`src/rtl/heartbeat_gen.sv`:
```
`default_nettype none
`timescale 1ns/1ps
// ============================================================================
// Module      : heartbeat_gen
// Description : Multi-channel status-LED pattern generator. Each channel has
//               its own mode and tick divider and can be rewritten at run time.
//               Optional brightness PWM: define HEARTBEAT_GEN_PWM_EN.
// Revision    : 1.0  initial release
// ============================================================================
module heartbeat_gen #(
   parameter int unsigned      CHANNELS = 4,
   parameter int unsigned      DIV_W    = 27,
   parameter logic [DIV_W-1:0] DEF_DIV  = 27'd99999999,
   parameter logic [1:0]       DEF_MODE = 2'b10
) (
   input  logic                clk_i,
   input  logic                nreset_i,
   input  logic                cfg_we_i,
   input  logic [3:0]          cfg_ch_i,
   input  logic [1:0]          cfg_mode_i,
   input  logic [DIV_W-1:0]    cfg_div_i,
   input  logic                sync_i,
   input  logic [7:0]          duty_i,
   output logic [CHANNELS-1:0] hb_o,
   output logic [CHANNELS-1:0] tick_o
);

   localparam logic [1:0] c_mode_off   = 2'b00;
   localparam logic [1:0] c_mode_on    = 2'b01;
   localparam logic [1:0] c_mode_blink = 2'b10;
   localparam logic [1:0] c_mode_dbl   = 2'b11;

   logic w_pwm_on;

`ifdef HEARTBEAT_GEN_PWM_EN
   logic [7:0] r_pwm_cnt;

   always_ff @(posedge clk_i or negedge nreset_i) begin
      if (!nreset_i) begin
         r_pwm_cnt <= 8'd0;
      end else begin
         r_pwm_cnt <= r_pwm_cnt + 8'd1;
      end
   end

   // duty_i=255 leaves one dark slot per 256 clocks
   assign w_pwm_on = (r_pwm_cnt < duty_i);
`else
   logic w_unused_duty;

   assign w_unused_duty = ^duty_i;
   assign w_pwm_on      = 1'b1;
`endif

   for (genvar c = 0; c < CHANNELS; c++) begin : g_ch
      logic [DIV_W-1:0] r_cntr;
      logic [DIV_W-1:0] r_div;
      logic [1:0]       r_mode;
      logic [2:0]       r_phase;
      logic             r_blink;
      logic             r_hb;
      logic             r_tick;

      logic [DIV_W-1:0] w_cntr_nx;
      logic [DIV_W-1:0] w_div_nx;
      logic [1:0]       w_mode_nx;
      logic [2:0]       w_phase_nx;
      logic             w_blink_nx;
      logic             w_raw_nx;
      logic             w_tick;
      logic             w_wr;

      assign w_tick = (r_cntr == r_div);
      // Out-of-range channel indices never match any generated channel
      assign w_wr   = cfg_we_i && (cfg_ch_i == 4'(c));

      always_comb begin
         w_cntr_nx  = r_cntr + DIV_W'(1);
         w_div_nx   = r_div;
         w_mode_nx  = r_mode;
         w_phase_nx = r_phase;
         w_blink_nx = r_blink;
         if (w_wr) begin
            w_div_nx   = cfg_div_i;
            w_mode_nx  = cfg_mode_i;
            w_cntr_nx  = '0;
            w_phase_nx = 3'd0;
            w_blink_nx = 1'b0;
         end else if (sync_i) begin
            w_cntr_nx  = '0;
            w_phase_nx = 3'd0;
            w_blink_nx = 1'b0;
         end else if (w_tick) begin
            w_cntr_nx  = '0;
            w_phase_nx = r_phase + 3'd1;
            w_blink_nx = ~r_blink;
         end
      end

      // Pattern is derived from next-state so hb_o lands with the new timing
      always_comb begin
         w_raw_nx = 1'b0;
         case (w_mode_nx)
            c_mode_off:   w_raw_nx = 1'b0;
            c_mode_on:    w_raw_nx = 1'b1;
            c_mode_blink: w_raw_nx = w_blink_nx;
            c_mode_dbl:   w_raw_nx = (w_phase_nx == 3'd0) || (w_phase_nx == 3'd2);
            default:      w_raw_nx = 1'b0;
         endcase
      end

      always_ff @(posedge clk_i or negedge nreset_i) begin
         if (!nreset_i) begin
            r_cntr  <= '0;
            r_div   <= DEF_DIV;
            r_mode  <= DEF_MODE;
            r_phase <= 3'd0;
            r_blink <= 1'b0;
            r_hb    <= 1'b0;
            r_tick  <= 1'b0;
         end else begin
            r_cntr  <= w_cntr_nx;
            r_div   <= w_div_nx;
            r_mode  <= w_mode_nx;
            r_phase <= w_phase_nx;
            r_blink <= w_blink_nx;
            r_hb    <= w_raw_nx & w_pwm_on;
            r_tick  <= w_tick;
         end
      end

      assign hb_o[c]   = r_hb;
      assign tick_o[c] = r_tick;
   end

endmodule
`default_nettype wire

```
`config.mk`:
```
export PLATFORM = sky130hd
export DESIGN_NAME = heartbeat_gen
export DESIGN_NICKNAME = d
export VERILOG_FILES = /design/src/rtl/heartbeat_gen.sv
export SDC_FILE = /design/constraint.sdc
export NUM_CORES = 1
export LEC_CHECK = 0
export ABC_AREA = 1
export CORE_MARGIN = 3
export CORE_UTILIZATION = 45
export CTS_CLUSTER_SIZE = 16
export DETAILED_ROUTE_END_ITERATION = 8
export GPL_TIMING_DRIVEN = 0
export PLACE_DENSITY_LB_ADDON = 0.2
export SYNTH_ARGS = -nofsm -noshare
export SYNTH_HDL_FRONTEND = slang
export SYNTH_SLANG_ARGS = --single-unit
```
`constraint.sdc`:
```
create_clock -name clk_i -period 1.7 [get_ports clk_i]
set_input_delay 0.34 -clock clk_i [delete_from_list [all_inputs] [get_ports clk_i]]
set_output_delay 0.34 -clock clk_i [all_outputs]
set_load 0.03 [all_outputs]
```
Word-level counts from Yosys, hierarchy flattened
Index checks and enable logic that the tools add are counted.

Bits in registers: 248. Input port bits: 45. Output and inout port bits: 8. Word-level logic and storage cells: 124.

Add/subtract/negate cells: 8. Equality and inequality tests: 23. Muxes and demuxes: 44. Bitwise logic cells: 4. Reduce and logical (&&, ||, !) cells: 17.

Operator list (number): 27-bit two-way mux (12); 27-bit by 1-bit adder with 27-bit output, second input constant (4); 27-bit == test (4); 3-bit two-way mux (12); 2-bit == test, second input constant (8); 1-bit one-hot mux with 4 select lines (4); 3-bit by 1-bit adder with 3-bit output, second input constant (4); 3-bit by 2-bit == test with 1-bit output, second input constant (4); 3-bit zero test (4); 1-bit two-way mux (12); 2-bit by 1-bit == test with 1-bit output, second input constant (4); 4-bit by 2-bit == test with 1-bit output, second input constant (2); 2-bit zero test (4); 2-bit two-way mux (4); 4-bit by 1-bit == test with 1-bit output, second input constant (1); 1-bit logical AND (4); 4-bit zero test (1); 1-bit logical OR (4); 1-bit NOT (4).

Logic depth before layout (Yosys ltp)
Gate-level depths: netlist of the first run.

Depth in word-level cells: 7. Gate-level depth with buffers: 13. Gate-level depth less buffers: 13.

Worst setup path before layout of the first run
No wires, ideal clock.

Path type: register to register. From: reg g_ch[2].r_cntr[0]. To: reg g_ch[2].r_cntr[22]. Library setup time: 119 ps. Arrival: 1519 ps. Required time: 1581 ps. Setup slack: 63 ps. Stages on the path, launching flop included: 10. Path buffers: 0. Period minus slack after synthesis: 1637 ps. Cells stage by stage: dfrtp_1 ha_1 nand3_1 inv_1 nand4_1 nor2_1 nand2_1 nor3_2 a21oi_1 o21a_1.

Word-level cells in the longest chain between the ends: 4. Elaborated cells on any way between the ends: 5. Classes of those cells: add/sub (1); eq/ne (1); mux (3).

Ends and longest elaborated chain: start: declaration (RTL line 56) `logic [DIV_W-1:0] r_cntr;`; start signal: assignment (RTL line 122) `r_cntr <= w_cntr_nx;`; 27-bit by 1-bit adder with 27-bit output / 27-bit == test (equally long branches) (RTL line 78, 73); 27-bit two-way mux * (RTL line 93) `end else if (w_tick) begin`; 27-bit two-way mux * (RTL line 89) `end else if (sync_i) begin`; 27-bit two-way mux * (RTL line 83) `if (w_wr) begin`; named net g_ch[2].w_cntr_nx[22] (RTL line 64) `logic [DIV_W-1:0] w_cntr_nx;`.

Mark *: on every way through the listed nets, which the timed path passes. The rest lies on a longest branch. A chain may end at the register's enable or synchronous reset.

Worst setup path in the final report of the first run
From: reg g_ch[0].r_cntr[0]. To: reg g_ch[0].r_cntr[23].

Word-level cells in the longest chain between the ends: 4. Elaborated cells on any way between the ends: 5. Classes of those cells: add/sub (1); eq/ne (1); mux (3).

Ends and longest elaborated chain (RTL line): start: declaration (56); start signal: assignment (122); 27-bit by 1-bit adder with 27-bit output / 27-bit == test (equally long branches) (78, 73); 27-bit two-way mux * (93); 27-bit two-way mux * (89); 27-bit two-way mux * (83); named net g_ch[0].w_cntr_nx[23] (64).

Marks and branches as above.

==> flow_summary.toml, run 1 <==
[synthesis]
yosysWarnings = 0
synth.top_cell.area_share_pct = 33.2
synth_edf_count = 0
synth.cell_area_um2 = 12600
syn_avg_cell_area_um2 = 8.28
async_reset_ff_share_pct = 100
ys_types = 42
synth_area_leader_cell = "dfrtp_1"
yosys-top-cells-count = "nand2_1 (398), inv_1 (189), dfrtp_1 (168)"
yosys.cell_count.top_type = "nand2_1"
yosysSeqAreaShare_pct = 49.9
synth_ff_type = "dfrtp_1"
synthCells = 1527
yosys_register_bits = 248
syn_nets = 1580
synthTopCellsByArea = "dfrtp_1 (33%), dfstp_2 (17%), nand2_1 (12%)"

[sta]
slew_violations = 0
max_slew_margin_pct = 54.4
whs_ns = 0.232
period_minus_slack_ns = 1.83
worst_slack_ns = -0.134
rsz0062_at_grt = "true"
finalHoldViolCount = 0
fin_crit_sh_pct = 108
tns_ns = -4.26
final-setup-viol-count = 94
tightest_slew_ns = 0.684
fmax_mhz = 545
skew_ns = 0.0175

[setup_path]
reg2regPathDepth = 13
arrival_ns = 2.26
setup.worst_path.end_class = "register"
cpPeakStageDelay_ns = 0.44
cpMaxStageDelayCell = "dfrtp_2"
worstReg2RegEnd = "g_ch[0].r_cntr[23]$_DFF_PN0_"
endpoint = "g_ch[0].r_cntr[23]$_DFF_PN0_"
crit_start = "g_ch[0].r_cntr[0]$_DFF_PN0_"
critical_path_depth = 13
critPathLaunchType = "register"
critical_path_class = "register to register"
r2r_slack_ns = -0.13
crit_family = "simple AND/OR/NAND/NOR gates"
path_buf_inv = 4
crit_path_cell_trace = "buf_4 -> inv_1 -> nand2_1 -> nand2_1 -> nand2_1 -> nor2_1 -> nand2_1 -> nor2_4 -> nand2_4 -> nand2_8 -> buf_12 -> clkbuf_16 -> nor3_2"
crit_fanout = 5
cp.required_ns = 2.13
cpMostUsedCell = "nand2_1"
rr_startpoint = "g_ch[0].r_cntr[0]$_DFF_PN0_"

[detailed_routing]
viasPerCell = 5.04
wl_mm = 34.1
drtPass1Iterations = 4
drtIter0Drc = 814
num_vias = 10600
ant_nets = 0
drc = 0
wl_per_cell_um = 16.2

[floorplanning]
start_util_pct = 46.4
ios = 53
row_count = 60
core_area_um2 = 27300
fp.dieH_um = 174
die_x_um = 174
dieArea_um2 = 30200

[final_layout]
area.growth.synth_to_final_pct = 33.1
drive_above_1_share_pct = 30.7
post-route-util_pct = 61.8
final_cells = 2106
nets = 1765
num_antenna_cells = 0
fillers = 2219

[grt]
grt_pass1_wl_mm = 52.6
grt_util_all_layers_pct = 21.4
grt_pass1_vias = 10200
antenna_found_initial = 3
grt_max_degree = 119
grt_overflow = 0

[min_path]
min_path_type = "primary input to asynchronous set/reset pin"

[clocking]
cts_buffer_depth = 3
cts.reportedPaths.clkPinSlew_ns = 0.06
clock-root-buffer = "clkbuf_16"
cts.sinks = 248
clk_latency_ns = 0.56
cts_inserted_buffers = 28
htreeDepth = 1
cts_tree = "built"

[power_and_ir_drop]
powerDensity_nw_per_um2 = 947
max-vdd-ir-drop_mv = 0.734
leakage_nw = 7.85

[place]
gp_congestion = 0.830
place_inst = 1945
dpl_worst_slack_ns = -0.669
place_hpwl_mm = 21.3
io_buffers = 44

[status]
status = "finished with violations"
violations = "setup timing"

[job]
maxCapViolations = 0
[sequential cells by signal, summed over array words and instances, names as in the netlist]
| register | count |
|---|---|
| g_ch.r_blink | 4 |
| g_ch.r_cntr | 108 |
| g_ch.r_div | 108 |
| g_ch.r_hb | 4 |
| g_ch.r_mode | 8 |
| g_ch.r_phase | 12 |
| g_ch.r_tick | 4 |
[worst register-to-register path: stages (launching register included)]
cell and delay, ns:
dfrtp_2 0.44, buf_4 0.14, inv_1 0.05, nand2_1 0.05, nand2_1 0.05, nand2_1 0.05, nor2_1 0.13, nand2_1 0.10
nor2_4 0.16, nand2_4 0.12, nand2_8 0.13, buf_12 0.12, clkbuf_16 0.14, nor3_2 0.05
[per-stage QoR]
stage	total power [mW]	cell area, um^2
floorplan	8.73	12600
global placement	9.41	13600
detailed placement	9.48	13600
CTS	15.8	15600
global route	16.7	16800
finish	15.9	16800
[placed cells by master, fill, tap and decap left out, types with 15 or more instances in the layout]
cell / instances
nand3_1: 29
dfrtp_2: 18
nor3_2: 24
dfstp_2: 80
nor2_1: 98
buf_4: 85
dfrtp_1: 150
clkbuf_1: 25
nor2_4: 40
nand4_1: 15
inv_1: 175
clkdlybuf4s50_1: 35
nand2_2: 23
xnor2_1: 72
a21oi_1: 25
xor2_1: 39
o21ai_0: 121
nor2_2: 43
nand2_4: 17
nand3_2: 24
buf_6: 21
nand2_1: 371
nor3_1: 15
clkbuf_16: 35
[kinds of logic after synthesis]
group                      share of synthesized area, %
and+or+nand+nor                                    26.7
DFF                                                49.9
buffers and inverters                              7.26
AOI/OAI and AO/OA                                  7.18
xor gates and xnor gates                           8.24
adders and majority gates                         0.791
[metal layers]
metal | global-route usage, % | vias up | share of wire (%)
met1 | 29.5 | 5148 | 44
li1 | - | 5174 | -
met3 | 2.41 | 53 | 5.1
met2 | 36.3 | 236 | 49
met5 | 0 | - | 0
met4 | 5.13 | 0 | 2.0
[layout make-up]
cell class | count | area [um^2] | area share [%]
multi-input cells | 1048 | 6490 | 38.5
flip-flops and latches | 248 | 6330 | 37.6
repair buffers | 156 | 1610 | 9.54
clock buffers | 44 | 861 | 5.11
inverters | 190 | 723 | 4.30
well taps | 372 | 465 | 2.77
plain buffers | 40 | 282 | 1.67
clock inverters | 8 | 81.3 | 0.483
[power by group]
group	switching [mW]	internal, mW
Sequential	0.476	6.82
Clock	2.48	3.62
Combinational	1.38	1.17
Total	4.34	11.6
[timing repair]
| item | 4_1_cts | 5_1_grt |
|---|---|---|
| gates resized for setup | 156 | 212 |
| hold buffers | 1 | 0 |
| pin swaps | 63 | 90 |
| setup endpoints to repair | 146 | 275 |
| hold endpoints to repair | 29 | 0 |
| gates cloned | 2 | 7 |
| setup buffers | 63 | 38 |
[how the worst min path moves through the flow]
stage / start / endpoint / cells past startpoint
6_report: nreset_i / g_ch[0].r_cntr[13]$_DFF_PN0_ / 2
5_1_grt: nreset_i / g_ch[0].r_cntr[13]$_DFF_PN0_ / 2
4_1_cts: nreset_i / g_ch[0].r_cntr[13]$_DFF_PN0_ / 2
3_5_place_dp: nreset_i / g_ch[0].r_cntr[13]$_DFF_PN0_ / 1
3_3_place_gp: g_ch[3].r_cntr[0]$_DFF_PN0_ / g_ch[3].r_cntr[0]$_DFF_PN0_ / 1
2_1_floorplan: nreset_i / g_ch[0].r_blink$_DFF_PN0_ / 0
No activity file was read; power rests on OpenSTA's default activity.
==> inputs of run 2 (changes only) <==
Settings changed: HOLD_SLACK_MARGIN set to 0.06, REMOVE_ABC_BUFFERS set to 1, SLEW_MARGIN set to 20.
==> run 2 against run 1 <==
Net effect: the flow finishes with violations (hold timing, setup timing); final cell count decreased by 2.2%; sequential power about the same; worst hold slack got worse by 0.50 ns; via count decreased by 3.6%; critical path depth decreased by 2; sequential share of layout area increased by 0.31 points; count of clock-buffer cells in the layout decreased by 8; global-route usage decreased by 1.5 points; core utilization decreased by 0.56 points; non-clock buffer count decreased by 55; total power decreased by 3.0%; critical path type unchanged.
==> flow_summary.toml, run 2 (synthesis gave the netlist of run 1 again) <==
[status]
status = "finished with violations"
violations = "hold timing, setup timing"

[sta]
tns_ns = -4.36
slew_violations = 0
tightest_slew_ns = 0.501
period_minus_slack_ns = 1.85
final-setup-viol-count = 88
finalHoldViolCount = 47
fmax_mhz = 540
whs_ns = -0.273
fin_crit_sh_pct = 109
skew_ns = 0.0137
rsz0062_at_grt = "true"
worst_slack_ns = -0.153
max_slew_margin_pct = 66.6

[final_layout]
post-route-util_pct = 61.2
num_antenna_cells = 0
nets = 1720
top_regs = "g_ch.r_cntr x108, g_ch.r_div x108, g_ch.r_phase x12"
area.growth.synth_to_final_pct = 31.9
final_common_cell = "nand2_1"
final_cells = 2060
final_cell_mix = "nand2_1 (366), inv_1 (166), dfrtp_1 (154), o21ai_0 (116), nor2_1 (101)"
fin_area_um2 = 16700
drive_above_1_share_pct = 30.5

[job]
maxCapViolations = 0

[detailed_routing]
drtIter0Drc = 726
wl_per_cell_um = 15.3
ant_nets = 0
num_vias = 10200
drc = 0
drtPass1Iterations = 5
viasPerCell = 4.97
wl_mm = 31.6

[floorplanning]
fp.dieH_um = 174
die_x_um = 174
row_count = 60
dieArea_um2 = 30200
ios = 53
core_area_um2 = 27300
start_util_pct = 46.4

[setup_path]
critPathLaunchType = "register"
crit_fanout = 4
reg2regPathDepth = 11
crit_start = "g_ch[2].r_cntr[1]$_DFF_PN0_"
critical_path_class = "register to register"
setup.worst_path.end_class = "register"
worstReg2RegEnd = "g_ch[2].r_cntr[24]$_DFF_PN0_"
endpoint = "g_ch[2].r_cntr[24]$_DFF_PN0_"
arrival_ns = 2.27
cp.required_ns = 2.12
r2r_slack_ns = -0.15
rr_startpoint = "g_ch[2].r_cntr[1]$_DFF_PN0_"

[clocking]
cts_tree = "built"
cts.reportedPaths.clkPinSlew_ns = 0.06
cts_inserted_buffers = 27
clk_latency_ns = 0.53
clock-root-buffer = "clkbuf_16"
cts_buffer_depth = 3
cts.sinks = 248
htreeDepth = 1

[grt]
grt_util_all_layers_pct = 19.9
antenna_found_initial = 0
grt_max_degree = 96
grt_pass1_wl_mm = 49.7
grt_pass1_vias = 10200
grt_overflow = 0

[power_and_ir_drop]
max-vdd-ir-drop_mv = 0.577
powerDensity_nw_per_um2 = 927
leakage_nw = 7.60

[place]
placed_area_um2 = 13500
place_hpwl_mm = 18.7
io_buffers = 44
place_inst = 1908
gp_congestion = 0.859

[min_path]
min_path_type = "primary input to asynchronous set/reset pin"
[run 2: cell types whose count changed in the layout (fill, tap and decap cells not counted), sizes merged, moves of 2 or more]
| cell | before | now |
|---|---|---|
| clkbuf | 75 | 37 |
| buf | 121 | 96 |
| nand2 | 415 | 426 |
| clkdlybuf4s15 | 8 | 0 |
| dlygate4sd2 | 0 | 8 |
| clkinv | 5 | 11 |
| clkinvlp | 2 | 4 |
| inv | 190 | 188 |
[run 2: per-stage QoR]
stage | power (mW) | worst slack, ns
global placement | 9.27 | -10.47
detailed placement | 9.35 | -1.56
CTS | 15.4 | -0.175
finish | 15.5 | -0.153
floorplan | 8.67 | -0.935
global route | 16.3 | -0.259
[run 2: worst min path at each step]
stage                             endpoint  slack [ns]  depth (start not counted)
6_report       g_ch[0].r_cntr[0]$_DFF_PN0_       -0.27                          1
3_5_place_dp   g_ch[0].r_cntr[0]$_DFF_PN0_        0.31                          1
5_1_grt        g_ch[0].r_cntr[0]$_DFF_PN0_       -0.25                          1
3_3_place_gp   g_ch[3].r_cntr[0]$_DFF_PN0_        0.48                          1
2_1_floorplan    g_ch[0].r_blink$_DFF_PN0_        0.04                          0
4_1_cts        g_ch[0].r_cntr[0]$_DFF_PN0_       -0.26                          1
[run 2: repair_timing]
| action | 4_1_cts | 5_1_grt |
|---|---|---|
| endpoints found under the setup margin | 140 | 129 |
| endpoints found under the hold margin | 47 | 47 |
| gates cloned | 9 | 4 |
| pin swaps | 64 | 90 |
| gates resized for setup | 190 | 173 |
| setup buffers | 68 | 25 |
[run 2: metal layers]
layer	vias up	track usage (%)	part of all wire (%)	routed length, um
li1	5071	-	-	-
met1	4886	25.3	42	13300
met2	202	34.6	51	16100
met3	72	2.26	3.5	1110
met4	0	8.08	3.4	1090
met5	-	0	0	0
[run 2: worst max-delay path, stage by stage (launching register included)]
cell and delay [ns]:
dfrtp_1 0.41, ha_4 0.18, nand3_4 0.09, inv_2 0.07, nand4_1 0.17, buf_4 0.22, nor2_4 0.14, nand2_4 0.09
nor3_4 0.17, nand3_1 0.10, nand2_1 0.07, nor2_1 0.04
[run 2: area by class of cell]
| type | count | area, um^2 |
|---|---|---|
| fill | 2231 | 10600 |
| inverter | 190 | 739 |
| tap | 372 | 465 |
| sequential | 248 | 6320 |
| clock buffer | 36 | 759 |
| timing repair buffer | 141 | 1510 |
| multi-input combinational | 1059 | 6770 |
| clock inverter | 14 | 109 |
[run 2: power breakdown]
group	leakage [nW]	switching [mW]	internal [mW]
clock	0.436	2.43	3.30
combinational	4.07	1.35	1.11
sequential	3.09	0.460	6.82
==> RTL change (config.mk and constraints of run 1) <==
Set the parameter `CHANNELS` to 5 (it was 4).
--- a/src/rtl/heartbeat_gen.sv
+++ b/src/rtl/heartbeat_gen.sv
@@ -8,7 +8,7 @@
 // Revision    : 1.0  initial release
 // ============================================================================
 module heartbeat_gen #(
-   parameter int unsigned      CHANNELS = 4,
+   parameter int unsigned      CHANNELS = 5,
    parameter int unsigned      DIV_W    = 27,
    parameter logic [DIV_W-1:0] DEF_DIV  = 27'd99999999,
    parameter logic [1:0]       DEF_MODE = 2'b10
Interface: changed (resized hb_o and tick_o); port bits go from 53 to 55. No check against the original RTL was run, so the function may have changed too.
==> RTL change against run 1 <==
The flow still finishes with violations (setup timing). Setup slack got worse by 0.033 ns. Non-clock buffer count increased by 25. Sequential cell count increased by 62. Cell area increased by 24%. Clock power increased by 36%. Routed wire length increased by 29%. Area after synthesis increased by 25%. Total power increased by 29%. Critical path type unchanged. Highest routed layer unchanged.
==> RTL change: results (changes against run 1) <==
INFO  metric setup-violations-final = 125 (+33%)
INFO  metric finalWorstSetupSlack = -0.167 ns (-0.0333 ns)
INFO  metric dr.first_iter.drc_count = 959 (+18%)
INFO  metric dp.cells = 2437 (+25%)
INFO  metric cellLeakagePower = 9.52 nW (+21%)
INFO  metric netlist_top_cells_area = sky130_fd_sc_hd__dfrtp_1 (33%), sky130_fd_sc_hd__dfstp_2 (17%), sky130_fd_sc_hd__nand2_1 (12%), sky130_fd_sc_hd__inv_1 (5.7%), sky130_fd_sc_hd__xnor2_1 (5.6%)
INFO  metric critPathSlowestCell = sky130_fd_sc_hd__dfrtp_1
INFO  metric fin_setup_tns = -8.92 ns (-4.66 ns)
INFO  metric instances_no_fill = 2626 (+25%)
INFO  metric dp_hpwl = 27900 um (+31%)
INFO  metric share_of_cells_above_drive_strength_1 = 0.308 (+0.000594)
INFO  metric gpl.final_weighted_congestion = 0.831 (+0.13%)
INFO  metric first_pass_grt_wire_length = 68500 um (+30%)
INFO  metric failed_checks = setup timing
INFO  metric final.fill_count = 2929 (+32%)
INFO  metric final_nets = 2195 (+24%)
INFO  metric io_buffer_count = 46 (+4.5%)
INFO  metric grt_antenna_before_repair = 4 (+1)
INFO  metric clock-skew-final = 0.0149 ns (-0.00257 ns)
INFO  metric num_vias = 13439 (+27%)
INFO  metric synth_seq_area_share = 0.498 (-0.00101)
INFO  metric synth_nets = 1989 (+26%)
INFO  metric track_usage = 0.225 (+0.0109)
INFO  metric status = finished, violations left
INFO  metric ys_top_cells_by_count = sky130_fd_sc_hd__nand2_1 (506), sky130_fd_sc_hd__inv_1 (242), sky130_fd_sc_hd__dfrtp_1 (210)
INFO  metric endpoint = g_ch[3].r_cntr[23]
INFO  metric largest_driver_fanout_on_the_critical_path = 4 (-1)
-- RTL change: cell types whose count changed in the layout (fill, tap and decap cells not counted), sizes merged, moves of 22 or more --
cell | run 1 | this run
inv | 190 | 246
o21ai | 128 | 171
nor2 | 185 | 239
xnor2 | 78 | 102
clkbuf | 75 | 97
dfrtp | 168 | 210
nand2 | 415 | 523
-- RTL change: final cells by class --
cell class / instances / area (um^2) / area share
Clock buffer: 62 / 1170 / 0.0563
Multi-Input combinational cell: 1321 / 8060 / 0.387
Tap cell: 455 / 569 / 0.0273
Buffer: 50 / 345 / 0.0166
Antenna cell: 2 / 5.00 / 0.000240
Clock inverter: 6 / 113 / 0.00541
Timing Repair Buffer: 171 / 1690 / 0.0813
Inverter: 249 / 961 / 0.0461
Sequential cell: 310 / 7910 / 0.380
-- RTL change: timing repair --
action,4_1_cts,5_1_grt
setup buffers,81,39
endpoints found under the hold margin,61,0
cloned,4,3
resized for setup,221,280
setup endpoints to repair,269,286
pin swaps,89,100
hold buffers,1,0
-- RTL change: metrics by stage --
step	util	cell area [um^2]
floorplan	-	15800
global route	0.601	20800
global placement	0.487	16900
finish	0.602	20800
detailed placement	0.489	16900
CTS	0.569	19700
-- RTL change: worst min path at each step --
stage                          to  slack [ns]  cells past startpoint
5_1_grt        g_ch[2].r_cntr[21]        0.43                      2
3_3_place_gp    g_ch[2].r_cntr[0]        0.48                      1
4_1_cts        g_ch[2].r_phase[0]        0.46                      2
3_5_place_dp   g_ch[2].r_cntr[19]        0.42                      1
2_1_floorplan     g_ch[0].r_blink        0.04                      0
6_report       g_ch[2].r_cntr[21]        0.39                      2
-- RTL change: logic make-up after synthesis --
kind of cell,after synthesis,synth area share
AOI/OAI and AO/OA,228,0.0749
xor gates and xnor gates,147,0.0813
adders and majority gates,10,0.00790
buffers and inverters,303,0.0781
DFF,310,0.498
and+or+nand+nor,936,0.260
-- RTL change: power breakdown --
part	total [W]	switching, W	internal (W)	leakage (nW)
Sequential	0.00911	0.000587	0.00853	3.85
Clock	0.00828	0.00313	0.00516	0.629
Combinational	0.00322	0.00179	0.00143	5.04
-- RTL change: layer usage --
layer | routed length, um | GRT usage | up-vias | share of wire
met4 | 1380 | 0.0782 | 0 | 0.031
met3 | 1880 | 0.0332 | 79 | 0.043
met2 | 21100 | 0.358 | 259 | 0.48
met5 | 0 | 0 | - | 0
met1 | 19700 | 0.317 | 6622 | 0.45
li1 | - | - | 6479 | -
